`src/rtl/inst_decode.sv`:
```
// RV32I decode stage: one D-stage pipeline register holding the decoded fields
// and immediate, plus load-use hazard detection against the held instruction.
module inst_decode #(
    parameter logic [31:0] RESET_PC  = 32'h2000_0000,
    parameter int          CNT_WIDTH = 32
) (
    input  logic                 CLK,
    input  logic                 RST,
    input  logic                 STALL,
    input  logic                 FLUSH,
    input  logic [31:0]          I_PC,
    input  logic [31:0]          I_INST,
    input  logic                 I_VALID,
    output logic                 LOAD_STALL,
    output logic                 D_VALID,
    output logic [31:0]          D_PC,
    output logic [31:0]          D_INST,
    output logic [6:0]           D_OPCODE,
    output logic [4:0]           D_RD,
    output logic [4:0]           D_RS1,
    output logic [4:0]           D_RS2,
    output logic [2:0]           D_FUNCT3,
    output logic [6:0]           D_FUNCT7,
    output logic [31:0]          D_IMM,
    output logic                 D_IS_LOAD,
    output logic                 D_ILLEGAL,
    output logic [CNT_WIDTH-1:0] D_COUNT
);

    typedef enum logic [2:0] {FMT_R, FMT_I, FMT_S, FMT_B, FMT_U, FMT_J, FMT_X} fmt_e;

    function automatic fmt_e fmt_of(input logic [6:0] op);
        case (op)
            7'b0110011:                                    fmt_of = FMT_R;
            7'b0010011, 7'b0000011, 7'b1100111,
            7'b1110011, 7'b0001111:                        fmt_of = FMT_I;
            7'b0100011:                                    fmt_of = FMT_S;
            7'b1100011:                                    fmt_of = FMT_B;
            7'b0110111, 7'b0010111:                        fmt_of = FMT_U;
            7'b1101111:                                    fmt_of = FMT_J;
            default:                                       fmt_of = FMT_X;
        endcase
    endfunction

    logic                 valid_q, valid_d;
    logic [31:0]          pc_q, pc_d;
    logic [31:0]          inst_q, inst_d;
    logic [4:0]           rd_q, rd_d;
    logic [4:0]           rs1_q, rs1_d;
    logic [4:0]           rs2_q, rs2_d;
    logic [31:0]          imm_q, imm_d;
    logic                 ld_q, ld_d;
    logic                 ill_q, ill_d;
    logic [CNT_WIDTH-1:0] cnt_q, cnt_d;

    fmt_e        fmt_in;
    logic [4:0]  rd_in, rs1_in, rs2_in;
    logic [31:0] imm_in;
    logic        uses_rs1, uses_rs2, load_ok;

    always_comb begin
        fmt_in = fmt_of(I_INST[6:0]);
        rd_in  = I_INST[11:7];
        rs1_in = I_INST[19:15];
        rs2_in = 5'd0;
        imm_in = 32'd0;
        case (fmt_in)
            FMT_R: rs2_in = I_INST[24:20];
            FMT_I: imm_in = {{20{I_INST[31]}}, I_INST[31:20]};
            FMT_S: begin
                rd_in  = 5'd0;
                rs2_in = I_INST[24:20];
                imm_in = {{20{I_INST[31]}}, I_INST[31:25], I_INST[11:7]};
            end
            FMT_B: begin
                rd_in  = 5'd0;
                rs2_in = I_INST[24:20];
                imm_in = {{19{I_INST[31]}}, I_INST[31], I_INST[7], I_INST[30:25],
                          I_INST[11:8], 1'b0};
            end
            FMT_U: begin
                rs1_in = 5'd0;
                imm_in = {I_INST[31:12], 12'd0};
            end
            FMT_J: begin
                rs1_in = 5'd0;
                imm_in = {{11{I_INST[31]}}, I_INST[31], I_INST[19:12], I_INST[20],
                          I_INST[30:21], 1'b0};
            end
            default: ;
        endcase
        uses_rs1 = (fmt_in == FMT_R) || (fmt_in == FMT_I) || (fmt_in == FMT_S) || (fmt_in == FMT_B);
        uses_rs2 = (fmt_in == FMT_R) || (fmt_in == FMT_S) || (fmt_in == FMT_B);
    end

    // Hazard uses the raw source fields of the incoming word, not the masked ones.
    assign LOAD_STALL = valid_q && ld_q && (rd_q != 5'd0) && I_VALID &&
                        ((uses_rs1 && (I_INST[19:15] == rd_q)) ||
                         (uses_rs2 && (I_INST[24:20] == rd_q)));

    assign load_ok = I_VALID && (I_INST != 32'd0);

    always_comb begin
        valid_d = valid_q;
        pc_d    = pc_q;
        inst_d  = inst_q;
        rd_d    = rd_q;
        rs1_d   = rs1_q;
        rs2_d   = rs2_q;
        imm_d   = imm_q;
        ld_d    = ld_q;
        ill_d   = ill_q;
        cnt_d   = cnt_q;
        if (FLUSH || (!STALL && LOAD_STALL)) begin
            valid_d = 1'b0;
            inst_d  = 32'd0;
            rd_d    = 5'd0;
            rs1_d   = 5'd0;
            rs2_d   = 5'd0;
            imm_d   = 32'd0;
            ld_d    = 1'b0;
            ill_d   = 1'b0;
            if (FLUSH) pc_d = RESET_PC;
        end else if (!STALL) begin
            valid_d = load_ok;
            pc_d    = I_PC;
            inst_d  = load_ok ? I_INST : 32'd0;
            rd_d    = load_ok ? rd_in  : 5'd0;
            rs1_d   = load_ok ? rs1_in : 5'd0;
            rs2_d   = load_ok ? rs2_in : 5'd0;
            imm_d   = load_ok ? imm_in : 32'd0;
            ld_d    = load_ok && (I_INST[6:0] == 7'b0000011);
            ill_d   = load_ok && (fmt_in == FMT_X);
            if (load_ok) cnt_d = cnt_q + CNT_WIDTH'(1);
        end
    end

    always_ff @(posedge CLK) begin
        if (!RST) begin
            valid_q <= 1'b0;
            pc_q    <= RESET_PC;
            inst_q  <= 32'd0;
            rd_q    <= 5'd0;
            rs1_q   <= 5'd0;
            rs2_q   <= 5'd0;
            imm_q   <= 32'd0;
            ld_q    <= 1'b0;
            ill_q   <= 1'b0;
            cnt_q   <= '0;
        end else begin
            valid_q <= valid_d;
            pc_q    <= pc_d;
            inst_q  <= inst_d;
            rd_q    <= rd_d;
            rs1_q   <= rs1_d;
            rs2_q   <= rs2_d;
            imm_q   <= imm_d;
            ld_q    <= ld_d;
            ill_q   <= ill_d;
            cnt_q   <= cnt_d;
        end
    end

    assign D_VALID   = valid_q;
    assign D_PC      = pc_q;
    assign D_INST    = inst_q;
    assign D_OPCODE  = inst_q[6:0];
    assign D_RD      = rd_q;
    assign D_RS1     = rs1_q;
    assign D_RS2     = rs2_q;
    assign D_FUNCT3  = inst_q[14:12];
    assign D_FUNCT7  = inst_q[31:25];
    assign D_IMM     = imm_q;
    assign D_IS_LOAD = ld_q;
    assign D_ILLEGAL = ill_q;
    assign D_COUNT   = cnt_q;

endmodule

```
`config.mk`:
```
export PLATFORM = sky130hd
export DESIGN_NAME = inst_decode
export DESIGN_NICKNAME = d
export VERILOG_FILES = /design/src/rtl/inst_decode.sv
export SDC_FILE = /design/constraint.sdc
export NUM_CORES = 1
export LEC_CHECK = 0
export BUFFER_PORTS_ARGS = -buffer_cell sky130_fd_sc_hd__buf_2
export CAP_MARGIN = 40
export CORE_MARGIN = 1.5
export CORE_UTILIZATION = 45
export DETAILED_ROUTE_END_ITERATION = 16
export GPL_TIMING_DRIVEN = 0
export PLACE_DENSITY = 0.74
export SETUP_SLACK_MARGIN = 0.1
export SLEW_MARGIN = 10
export SYNTH_ARGS = -nofsm -noshare
export SYNTH_HDL_FRONTEND = slang
export SYNTH_SLANG_ARGS = --single-unit
```
`constraint.sdc`:
```
create_clock -name CLK -period 7.6 [get_ports CLK]
set_clock_uncertainty 0.1 [all_clocks]
set_input_delay 1.52 -clock CLK [delete_from_list [all_inputs] [get_ports CLK]]
set_output_delay 1.52 -clock CLK [all_outputs]
set_load 0.05 [all_outputs]
```
==> summary.md, run 1 <==
| Metric | Value |
|---|---|
| CP most frequent cell | `buf_2` |
| Switching power | `between 0.4 and 0.5 mW` |
| Tot Pwr | `roughly 1.8 mW` |
| RR Endpoint | `D_IMM[31]` |
| Peak supply drop | `0.0001414 V` |
| Bufs on Longest Clock Path | `2` |
| Comb pwr share | `0.101` |
| Largest net degree at the start of global routing | `17` |
| Number of synthesized flops with an enable pin | `0` |
| Setup CP Type | `in -> out` |
| Final WL | `21.11 mm` |
| Setup Viol. Count Final | `0` |
| Via count | `slightly below 7000` |
| Ys flop type | `dfxtp_1` |
| Final min period | `5.850 ns` |
| Remaining global-route overflow | `0` |
| Max-cap violation count | `0` |
| Seq cells post-synth | `~150` |
| Largest family of logic cells by synthesized area | `simple AND/OR/NAND/NOR gates` |
| Vias per cell | `5.751` |
| Most frequent cells in the layout | `buf_2, dfxtp_1, nand3_1, nor2_1, a21oi_1` |
| Fmax | `about 170 MHz` |
| Lkg Pwr | `3.652 nW` |
| Slowest cell on the critical path | `o2111ai_1` |
| Clk sink count | `about 150` |
| Worst stage delay on the critical path | `~0.47 ns` |
| Min-Delay Path Class | `reg -> reg` |
| Antenna Violating Nets Remaining | `0` |
| Rel. slew slack | `0.5453` |
| Post-route cell area | `between 8000 and 9000 µm²` |
| Post-Synthesis Cells | `748` |
| R2r setup slk | `~4.8 ns` |
| Proportion of synthesized area in mux cells | `0.007794` |
| Post-Synth XOR/XNOR Area | `0.01910` |
| Tcrit/Tclk final | `0.7697` |
| Simple-gate portion of the synthesized area | `0.2233` |
| TritonCTS clock tree | `done` |
| DR pass1 iterations | `5` |
| RSZ-0062 raised after global routing | `false` |
| P&R area growth vs syn | `30.83%` |
| Hold Vio Cnt, Final | `0` |
| Post-synthesis area per instance | `between 8 and 9 µm²` |
| Initial antenna violation count | `0` |
| Wirelength per Cell | `approximately 18 µm` |
| Hold path depth | `2` |
| Number of global-route vias before repair | `between 5000 and 6000` |
| Cell Int Power | `around 1.4 mW` |
| Synth Area in Compound Gates | `0.2204` |
| PwrDens | `between 200 and 250 nW/µm²` |
| Hold Path Sink | `D_IMM[13]` |
| DRC violation total after the first TritonRoute iteration | `roughly 630` |
| CP endpoint kind | `output port` |
| N_diodes | `0` |
| Req. time, crit path | `around 6.0 ns` |
| Slew @ Worst Pin | `a little under 0.7 ns` |
| Critical Path Start Type | `primary input` |
| Critical path's top delay family | `compound AO/OA/AOI/OAI gates` |
| Synth Warn # | `0` |
| Reg2Reg Launch Point | `D_RD[1]` |
| Post-CTS setup buffers | `0` |
| Gp weighted congestion | `~0.9` |
| CTS-repair resized insts | `0` |
| H-tree depth | `4` |
| Detailed Place HPWL | `roughly 15 mm` |
| Commonest non-fill, non-tap cell in the layout | `buf_2` |
| Hold path start | `D_IMM[13]` |
| Critical-path cell list | `buf_2 > and4b_1 > o2111ai_1 > ha_1 > and3b_1 > o211ai_1 > o41ai_4 > o22ai_2 > and2_1 > buf_2` |
| Setup crit start | `I_INST[4]` |
| Netlist cell types | `between 50 and 60` |
| IO Port Bufs | `approximately 230` |
| CTS buffer count | `17` |
| Worst r2r path cells | `7` |
| Post-CTS Hold Fix Bufs | `0` |
| DIE AREA | `about 15000 µm²` |
| Mapped Nets | `821` |
| Core region area | `roughly 14000 µm²` |
| I/O pin count | `233` |
| Flop pwr share | `0.425` |
| Ys async rst share | `0` |
| Register area share after synthesis | `0.4552` |
| First-pass GRT wire length | `between 30 and 40 mm` |
| Switch share | `0.2567` |
| Die Width | `~120 µm` |
| Clock Tree Root | `clkbuf_16` |
| Mapped Area | `roughly 6400 µm²` |
| Critical path buffer and inverter count | `2` |
| Status | `completed` |
| Synth Area in Adders | `0.007794` |
| Slew Limit Fails | `0` |
| DR DRC count | `0` |
| Clk pwr share | `0.474` |
| Fraction of layout cells with a size suffix above 1 | `0.3019` |
| Nets | `~1100` |
| Worst-Skew Late Latency | `around 0.42 ns` |
| CP max FO | `9` |
| FP Rows | `43` |
| Initial Util | `0.4626` |
| GRT Util Overall | `0.2774` |
| Clock-pin slew of the registers on the worst-case setup and hold paths | `0.06 ns` |
| Hold_ws | `0.3580 ns` |
| Setup_tns | `0 ns` |
| Cell Area, Placed | `just under 8000 µm²` |
| DIE HEIGHT | `122.5 µm` |
| CP Data Arrival Time | `~4.2 ns` |
-- worst reg2reg max path, cell delays in order, from the launching register on --
cell,delay [ns]
dfxtp_1,0.37
or4_1,0.54
o2111ai_1,0.28
nor2_2,0.14
a31oi_1,0.44
nand2_1,0.39
buf_2,0.32
a21oi_1,0.15
-- synth_stat cells, drive strengths merged (6+ instances only) --
cell | instances | area share
o21a | 6 | 0.0070
inv | 12 | 0.0070
a21oi | 52 | 0.041
a22oi | 45 | 0.053
nor4 | 9 | 0.0088
o21ai | 47 | 0.037
clkbuf | 38 | 0.022
and2 | 11 | 0.011
and3 | 7 | 0.0068
dfxtp | 146 | 0.46
a32oi | 23 | 0.031
or4 | 14 | 0.016
nand4 | 12 | 0.012
or3 | 9 | 0.0088
buf | 37 | 0.037
nand3 | 82 | 0.064
nor3 | 8 | 0.0062
nor2 | 72 | 0.043
xnor2 | 10 | 0.014
nand2 | 35 | 0.020
o31ai | 13 | 0.015
-- stage by stage --
| step | utilization | worst slack [ns] | cells |
|---|---|---|---|
| floorplan | - | 2.152 | 748 |
| global placement | 0.5607 | 1.800 | 1155 |
| detailed placement | 0.5607 | 1.772 | 1155 |
| CTS | 0.6052 | 1.787 | 1187 |
| global route | 0.6052 | 1.585 | 1187 |
| finish | 0.6052 | 1.750 | 1187 |
-- cells by family after synthesis --
| group | count (synthesis) |
|---|---|
| adder cells (fa/ha/maj) | 4 |
| buffers and inverters | 87 |
| multiplexers | 5 |
| flip-flops | 146 |
| AO/OA/AOI/OAI | 211 |
| AND/OR/NAND/NOR | 281 |
| XOR/XNOR | 14 |
-- per-layer routing --
layer | part of all wire | wire length, µm | global-route usage
met5 | 0 | 0 | 0
met4 | 0.017 | 361 | 0.07849
met3 | 0.078 | 1651 | 0.06041
met2 | 0.47 | 9854 | 0.4452
met1 | 0.44 | 9239 | 0.3762
-- state kept, by name (all words and copies together), names as in the netlist --
name       flops
D_RS2          5
D_IMM         32
D_ILLEGAL      1
D_COUNT       32
D_IS_LOAD      1
D_RD           5
D_VALID        1
D_RS1          5
D_PC          32
D_INST        32
-- cell type report --
cell class | count | area (µm²)
Sequential cell | 146 | 2923
Clock buffer | 21 | 470.5
Fill cell | 1293 | 5480
Timing Repair Buffer | 227 | 1136
Buffer | 75 | 381.6
Clock inverter | 11 | 147.6
Multi-Input combinational cell | 515 | 3072
Inverter | 12 | 45.04
Tap cell | 180 | 225.2
-- how the worst max path moves through the flow --
| stage | end | slack [ns] | cells after the start |
|---|---|---|---|
| 3_5_place_dp | LOAD_STALL | 1.77 | 10 |
| 6_report | LOAD_STALL | 1.75 | 10 |
| 2_1_floorplan | LOAD_STALL | 2.15 | 9 |
| 5_1_grt | LOAD_STALL | 1.59 | 10 |
| 3_3_place_gp | LOAD_STALL | 1.80 | 10 |
| 4_1_cts | LOAD_STALL | 1.79 | 10 |
-- power groups by stage --
stage	combinational [mW]	clock, mW	sequential [mW]
2_1_floorplan	0.0770	0	0.840
3_3_place_gp	0.183	0	0.801
3_5_place_dp	0.183	0	0.801
4_1_cts	0.184	0.882	0.784
5_1_grt	0.199	0.915	0.786
6_report	0.186	0.874	0.785
Power figures use the tool's default switching activity.
==> inputs of run 2 (changes only) <==
- ABC_AREA: default -> 1
- PLACE_DENSITY: 0.74 -> 0.75
- clock period: 7.6 -> 5.35 ns (I/O delays scaled with it)
==> run 2 against run 1 <==
Register-to-register slack lost 1.7 ns. Sequential cell count is the same. Utilization shrank 0.80 points. Global-route usage shrank 0.80 points. Sequential power grew 41%. Critical path depth grew 6. Synthesized area grew 9.7%. Via count grew 12%. Wire length grew 5.5%. Critical endpoint unchanged. Highest routed layer unchanged.
==> summary.md, run 2 <==
| Metric | Value |
|---|---|
| Status | `completed` |
| H-tree depth | `4 (unchanged)` |
| Worst stage delay on the critical path | `0.23 ns (-0.24 ns)` |
| CTS buffer count | `17 (unchanged)` |
| PwrDens | `293.5 nW/µm² (+34%)` |
| Synth cell count leaders | `nand2_1, dfxtp_1, a21oi_1, nand4_1, nand3_1` |
| CTS-repair resized insts | `0 (unchanged)` |
| Post-route cell area | `9112 µm² (+8.5%)` |
| RSZ-0062 raised after global routing | `false` |
| N_diodes | `0 (unchanged)` |
| Hold path start | `D_RS2[2]` |
| FP Rows | `45 (+4.7%)` |
| Critical Path Start Type | `primary input` |
| Final WL | `22.27 mm (+5.5%)` |
| Commonest non-fill, non-tap cell in the layout | `buf_2` |
| Tot Pwr | `2.674 mW (+45%)` |
| Detailed Place HPWL | `16.73 mm (+9.2%)` |
| CP endpoint kind | `output port` |
| Largest family of logic cells by synthesized area | `simple AND/OR/NAND/NOR gates` |
| DRC violation total after the first TritonRoute iteration | `630 (+0.80%)` |
| Mapped Nets | `1033 (+26%)` |
| Setup CP Type | `in -> out` |
| Number of global-route vias before repair | `6787 (+13%)` |
| Ys flop type | `dfxtp_1` |
| Critical path buffer and inverter count | `5 (+3)` |
| Core region area | `15260 µm² (+9.9%)` |
| Post-synthesis area per instance | `7.339 µm² (-15%)` |
| Netlist cell types | `35 (-34%)` |
| Hold Vio Cnt, Final | `0 (unchanged)` |
| Setup_tns | `0 ns (unchanged)` |
| Setup ws final | `0.9148 ns (-0.8356 ns)` |
| Clock-pin slew of the registers on the worst-case setup and hold paths | `0.06 ns (about the same)` |
| Fmax | `225.5 MHz` |
| CP max FO | `10 (+1)` |
| Via count | `7631 (+12%)` |
| Initial Util | `0.4617 (-0.0008458)` |
| Yosys top cell by area | `dfxtp_1` |
| Wirelength per Cell | `15.52 µm (-13%)` |
| Post-CTS setup buffers | `0 (unchanged)` |
| Lkg Pwr | `4.021 nW (+10%)` |
| Critical-path cell list | `buf_2 > nor2_1 > nand2_1 > nor2_1 > inv_1 > ha_1 > o21ai_0 > nand2_1 > nand3_2 > nand3_4 > nand2_1 > nand2_2 > nand2_4 > buf_2 > inv_1 > buf_2` |
| Setup Viol. Count Final | `0 (unchanged)` |
| Gp weighted congestion | `0.9242 (+2.5%)` |
| IO Port Bufs | `232 (+2.2%)` |
| Peak supply drop | `0.0002190 V (+55%)` |
| Initial antenna violation count | `0 (unchanged)` |
| Most frequent cells in the layout | `buf_2, nand2_1, dfxtp_1, a21oi_1, nand4_1` |
| Die Width | `128.1 µm (+4.6%)` |
| Mapped Area | `7046 µm² (+9.7%)` |
| Number of synthesized flops with an enable pin | `0 (unchanged)` |
| Ys async rst share | `0 (unchanged)` |
| Antenna Violating Nets Remaining | `0 (unchanged)` |
| Slowest cell on the critical path | `ha_1` |
| Hold Path Sink | `D_RS2[2]` |
| Reg2Reg Launch Point | `D_COUNT[0]` |
| Final min period | `4.435 ns` |
| TritonCTS clock tree | `done` |
| Proportion of synthesized area in mux cells | `0 (-0.007794)` |
| Max-cap violation count | `0 (unchanged)` |
| Min-Delay Path Class | `reg -> reg` |
| R2r setup slk | `3.12 ns (-1.68 ns)` |
| Synth Area in Adders | `0.007104 (-0.0006907)` |
| Synth Warn # | `0 (unchanged)` |
| Post-Synth XOR/XNOR Area | `0.04102 (+0.02193)` |
| Req. time, crit path | `4.18 ns (-1.80 ns)` |
| First-pass GRT wire length | `34.92 mm (+8.2%)` |
| P&R area growth vs syn | `29.34%` |
| Vias per cell | `5.318 (-7.5%)` |
| Synth Area in Compound Gates | `0.1332 (-0.08719)` |
| Post-CTS Hold Fix Bufs | `0 (unchanged)` |
| Tcrit/Tclk final | `0.8290` |
| DR DRC count | `0 (unchanged)` |
| Register area share after synthesis | `0.4148 (-0.04034)` |
| Pre-CTS setup slack | `0.9278 ns (-0.8439 ns)` |
| Seq cells post-synth | `146 (unchanged)` |
| Remaining global-route overflow | `0 (unchanged)` |
| Rel. slew slack | `0.5745 (+0.02919)` |
| RR Endpoint | `D_COUNT[26]` |
| Simple-gate portion of the synthesized area | `0.3106 (+0.08730)` |
| Clock Tree Root | `clkbuf_16` |
| Ranking of synthesized cells by area | `dfxtp_1, nand2_1, a21oi_1, nand4_1, nand3_1` |
| Yosys top cell area share | `0.4148 (-0.04034)` |
| Largest net degree at the start of global routing | `17 (unchanged)` |
| Slew @ Worst Pin | `0.6383 ns (-0.04253 ns)` |
| Hold path depth | `2 (unchanged)` |
| Most common cell in the netlist | `nand2_1` |
| Worst r2r path cells | `9 (+2)` |
| Critical path's top delay family | `simple AND/OR/NAND/NOR gates` |
| Nets | `1284 (+20%)` |
| Cell Area, Placed | `8471 µm² (+8.8%)` |
| DIE HEIGHT | `128.1 µm (+4.6%)` |
| DIE AREA | `16420 µm² (+9.5%)` |
| I/O pin count | `233 (unchanged)` |
| Bufs on Longest Clock Path | `2 (unchanged)` |
| Post-Synthesis Cells | `960 (+28%)` |
| Fraction of layout cells with a size suffix above 1 | `0.2688 (-0.03310)` |
| Worst-Skew Late Latency | `0.43 ns (about the same)` |
| GRT Util Overall | `0.2695 (-0.007968)` |
| CP Data Arrival Time | `3.27 ns (-0.96 ns)` |
| Clk sink count | `146 (unchanged)` |
| DR pass1 iterations | `5 (unchanged)` |
| Slew Limit Fails | `0 (unchanged)` |
==> run 2: cell count changes after synthesis, moves of 13 or more <==
cell,change
a21oi_1,+76
a22oi_1,-28
a32oi_1,-23
inv_1,+42
nand2_1,+165
nand4_1,+73
o21ai_0,-28
o31ai_1,-13
or4_1,-14
xor2_1,+19
==> run 2: per-layer routing <==
metal	part of all wire	track usage	wire, µm
met2	0.46	0.4244	10330
met3	0.072	0.04967	1596
met5	0	0	0
met4	0.019	0.1038	428
met1	0.45	0.3672	9911
==> run 2: report_power, final <==
group	switching (mW)	total [mW]	internal (mW)
Sequential	0.0100	1.11	1.10
Clock	0.493	1.29	0.800
Combinational	0.198	0.268	0.0705
==> run 2: logic make-up after synthesis <==
group / count (synthesis)
AO/OA/AOI/OAI: 176
XOR/XNOR: 33
adder cells (fa/ha/maj): 4
buffers and inverters: 140
flip-flops: 146
AND/OR/NAND/NOR: 461
==> run 2: cell type report <==
| cell class | count | area [µm²] |
|---|---|---|
| clock buffer | 18 | 439.2 |
| inverter | 62 | 232.7 |
| timing repair buffer | 232 | 1161 |
| buffer | 78 | 424.2 |
| fill | 1449 | 6146 |
| sequential | 146 | 2923 |
| clock inverter | 14 | 202.7 |
| tap | 211 | 264.0 |
| multi-input combinational | 674 | 3466 |
==> run 2: worst register-to-register path: stages, from the launching register on <==
cell	delay, ns
dfxtp_1	0.40
ha_1	0.26
nand3_1	0.27
inv_1	0.15
nand2_1	0.13
nor2_1	0.20
nand4_1	0.18
xnor2_1	0.19
nand4_1	0.11
a21oi_1	0.16
==> run 2: how the worst max path moves through the flow <==
stage | startpoint | end | depth (start not counted) | slack (ns)
after floorplan | I_INST[1] | LOAD_STALL | 14 | 1.34
after global placement | I_INST[2] | LOAD_STALL | 16 | 0.94
after detailed placement | I_INST[2] | LOAD_STALL | 16 | 0.93
after CTS | I_INST[2] | LOAD_STALL | 16 | 0.93
after global routing | I_INST[2] | LOAD_STALL | 16 | 0.70
final | I_INST[2] | LOAD_STALL | 16 | 0.91
==> run 2: metrics by stage <==
stage / hold slack, ns / util / instances
floorplan: 0.5743 / - / 960
global placement: 0.3420 / 0.5551 / 1403
detailed placement: 0.3494 / 0.5551 / 1403
CTS: 0.3576 / 0.5972 / 1435
global route: 0.3709 / 0.5972 / 1435
finish: 0.3588 / 0.5972 / 1435
==> inputs of run 3 (changes only) <==
- PLACE_DENSITY: 0.75 -> 0.72
- clock period: 5.35 -> 4.2 ns (I/O delays scaled with it)
==> run 3 against run 2 <==
Global-route usage up 0.23 points. Sequential share of layout area is 0.093 points higher. Sequential cell count is the same. Utilization is 0.17 points lower. Clock power grew 23%. Cell count is essentially flat. Register-to-register slack lost 1.2 ns. Count of clock-buffer cells in the layout unchanged. Critical path type unchanged. Highest routed layer unchanged. Die area did not move. Via count up 0.76%. Critical endpoint unchanged. Sequential power rose by 28%. Wire length grew 0.76%.
==> summary.md, run 3 (synthesis results as in run 2) <==
| Metric | Value |
|---|---|
| Status | `completed` |
| RSZ-0062 raised after global routing | `false` |
| CP endpoint kind | `output port` |
| CTS buffer count | `17 (unchanged)` |
| Fmax | `between 200 and 300 MHz` |
| Slew @ Worst Pin | `0.6154 ns (-0.02282 ns)` |
| DRC violation total after the first TritonRoute iteration | `609 (-3.3%)` |
| Commonest non-fill, non-tap cell in the layout | `buf_2` |
| Uppermost layer routed | `met4` |
| Lkg Pwr | `4.011 nW (-0.25%)` |
| Core region area | `15260 µm² (unchanged)` |
| Clock Tree Root | `clkbuf_16` |
| Bufs on Longest Clock Path | `2 (unchanged)` |
| TritonCTS clock tree | `done` |
| P&R area growth vs syn | `28.96%` |
| Setup CP Type | `in -> out` |
| Worst r2r path cells | `9 (unchanged)` |
| Slew Limit Fails | `0 (unchanged)` |
| Setup_tns | `0 ns (unchanged)` |
| Initial antenna violation count | `0 (unchanged)` |
| Placed Instances | `1403 (unchanged)` |
| Die Width | `128.1 µm (unchanged)` |
| Largest net degree at the start of global routing | `17 (unchanged)` |
| Nets | `1283 (-0.078%)` |
| Critical Path Start Type | `primary input` |
| Post-Layout Cell Count | `1434 (-0.070%)` |
| N_diodes | `0 (unchanged)` |
| Post-route cell area | `9086 µm² (-0.29%)` |
| Rel. slew slack | `0.5897 (+0.01521)` |
| Fraction of layout cells with a size suffix above 1 | `0.2698 (+0.001037)` |
| CP max FO | `16 (+6)` |
| Max-cap violation count | `0 (unchanged)` |
| CP Data Arrival Time | `2.91 ns (-0.36 ns)` |
| DIE AREA | `16420 µm² (unchanged)` |
| Remaining global-route overflow | `0 (unchanged)` |
| I/O pin count | `233 (unchanged)` |
| Wirelength per Cell | `15.65 µm (+0.83%)` |
| Req. time, crit path | `3.26 ns (-0.92 ns)` |
| Antenna Violating Nets Remaining | `0 (unchanged)` |
| FP Rows | `45 (unchanged)` |
| Detailed Place HPWL | `16.94 mm (+1.3%)` |
| DR DRC count | `0 (unchanged)` |
| Clock-pin slew of the registers on the worst-case setup and hold paths | `0.07 ns (about the same)` |
| DIE HEIGHT | `128.1 µm (unchanged)` |
| Met1 WL | `10.32 mm (+4.1%)` |
| Via count | `7689 (+0.76%)` |
| Number of global-route vias before repair | `6789 (+0.029%)` |
| Met3 wire len | `1.524 mm (-4.5%)` |
| Gp weighted congestion | `0.9344 (+1.1%)` |
| PwrDens | `368.6 nW/µm² (+26%)` |
| Tot Pwr | `3.350 mW (+25%)` |
| Tcrit/Tclk final | `0.9160` |
| Final min period | `between 3 and 4 ns` |
| DR pass1 iterations | `5 (unchanged)` |
| Hold Vio Cnt, Final | `0 (unchanged)` |
| Clk sink count | `146 (unchanged)` |
| Setup Viol. Count Final | `0 (unchanged)` |
| Vias per cell | `5.362 (+0.83%)` |
| Min-Delay Path Class | `reg -> reg` |
| Routed wl met2 | `10.10 mm (-2.2%)` |
| IO Port Bufs | `232 (unchanged)` |
| Worst-Skew Late Latency | `0.43 ns (about the same)` |
| Pre-CTS setup slack | `0.1897 ns (-0.7381 ns)` |
| First-pass GRT wire length | `35.25 mm (+0.93%)` |
| Peak supply drop | `0.0002592 V (+18%)` |
| GRT Util Overall | `0.2718 (+0.002341)` |
| Most frequent cells in the layout | `buf_2, nand2_1, dfxtp_1, a21oi_1, nand4_1` |
| Initial Util | `0.4617 (unchanged)` |
| Post-CTS setup buffers | `0 (unchanged)` |
| Setup ws final | `0.3530 ns (-0.5618 ns)` |
| Final core occ | `0.5955 (-0.001722)` |
| Final WL | `22.44 mm (+0.76%)` |
| Hold_ws | `0.3579 ns (-0.0009540 ns)` |
| Hold path depth | `2 (unchanged)` |
| Cell Area, Placed | `8471 µm² (unchanged)` |
| H-tree depth | `4 (unchanged)` |
run 3: changes by cell type in the layout (fill, tap and decap cells not counted):
cell,change
inv_8,-1
clkinv_2,+1
nor2_2,+2
nor2_1,-2
buf_2,-1
clkinvlp_4,-1
inv_6,+2
bufinv_16,-1
run 3: critical path, stage by stage:
cell and delay [ns]:
buf_2 0.13, nand2_1 0.12, inv_1 0.07, nand2_1 0.12
nor2_2 0.08, inv_1 0.19, ha_1 0.21, inv_1 0.04
nor2_1 0.12, nand3_2 0.14, nand3_4 0.15, nand2_1 0.08
nand2_2 0.13, nand2_4 0.15, inv_1 0.08, buf_2 0.25
run 3: power by group:
part	switching (mW)	leakage, nW	internal [mW]	total [mW]
clock	0.630	0.298	0.958	1.59
combinational	0.253	2.53	0.0899	0.343
sequential	0.0133	1.18	1.41	1.42
run 3: routing by layer:
layer,track usage,vias to the layer above
met5,0,-
li1,-,3772
met2,0.4209,307
met4,0.09782,0
met3,0.05342,32
met1,0.3766,3578
run 3: layout make-up:
| type | instances | area, µm² |
|---|---|---|
| fill | 1515 | 6172 |
| multi-input combinational | 674 | 3471 |
| sequential | 146 | 2923 |
| timing repair buffer | 232 | 1161 |
| clock buffer | 18 | 439.2 |
| buffer | 77 | 419.2 |
| tap | 211 | 264.0 |
| inverter | 62 | 232.7 |
| clock inverter | 14 | 176.4 |
run 3: repair_timing:
action                                  in CTS  in global routing
endpoints found under the setup margin       0                  1
hold buffers                                 0                  0
gates resized for setup                      0                  2
run 3: path summary, 6_finish.rpt:
check                   from     endpoint  slack (ns)
setup / recovery   I_INST[1]   LOAD_STALL        0.35
hold / removal      D_RS2[2]     D_RS2[2]        0.36
setup reg to reg  D_COUNT[1]  D_COUNT[26]        1.94
hold reg to reg     D_RS2[2]     D_RS2[2]        0.36
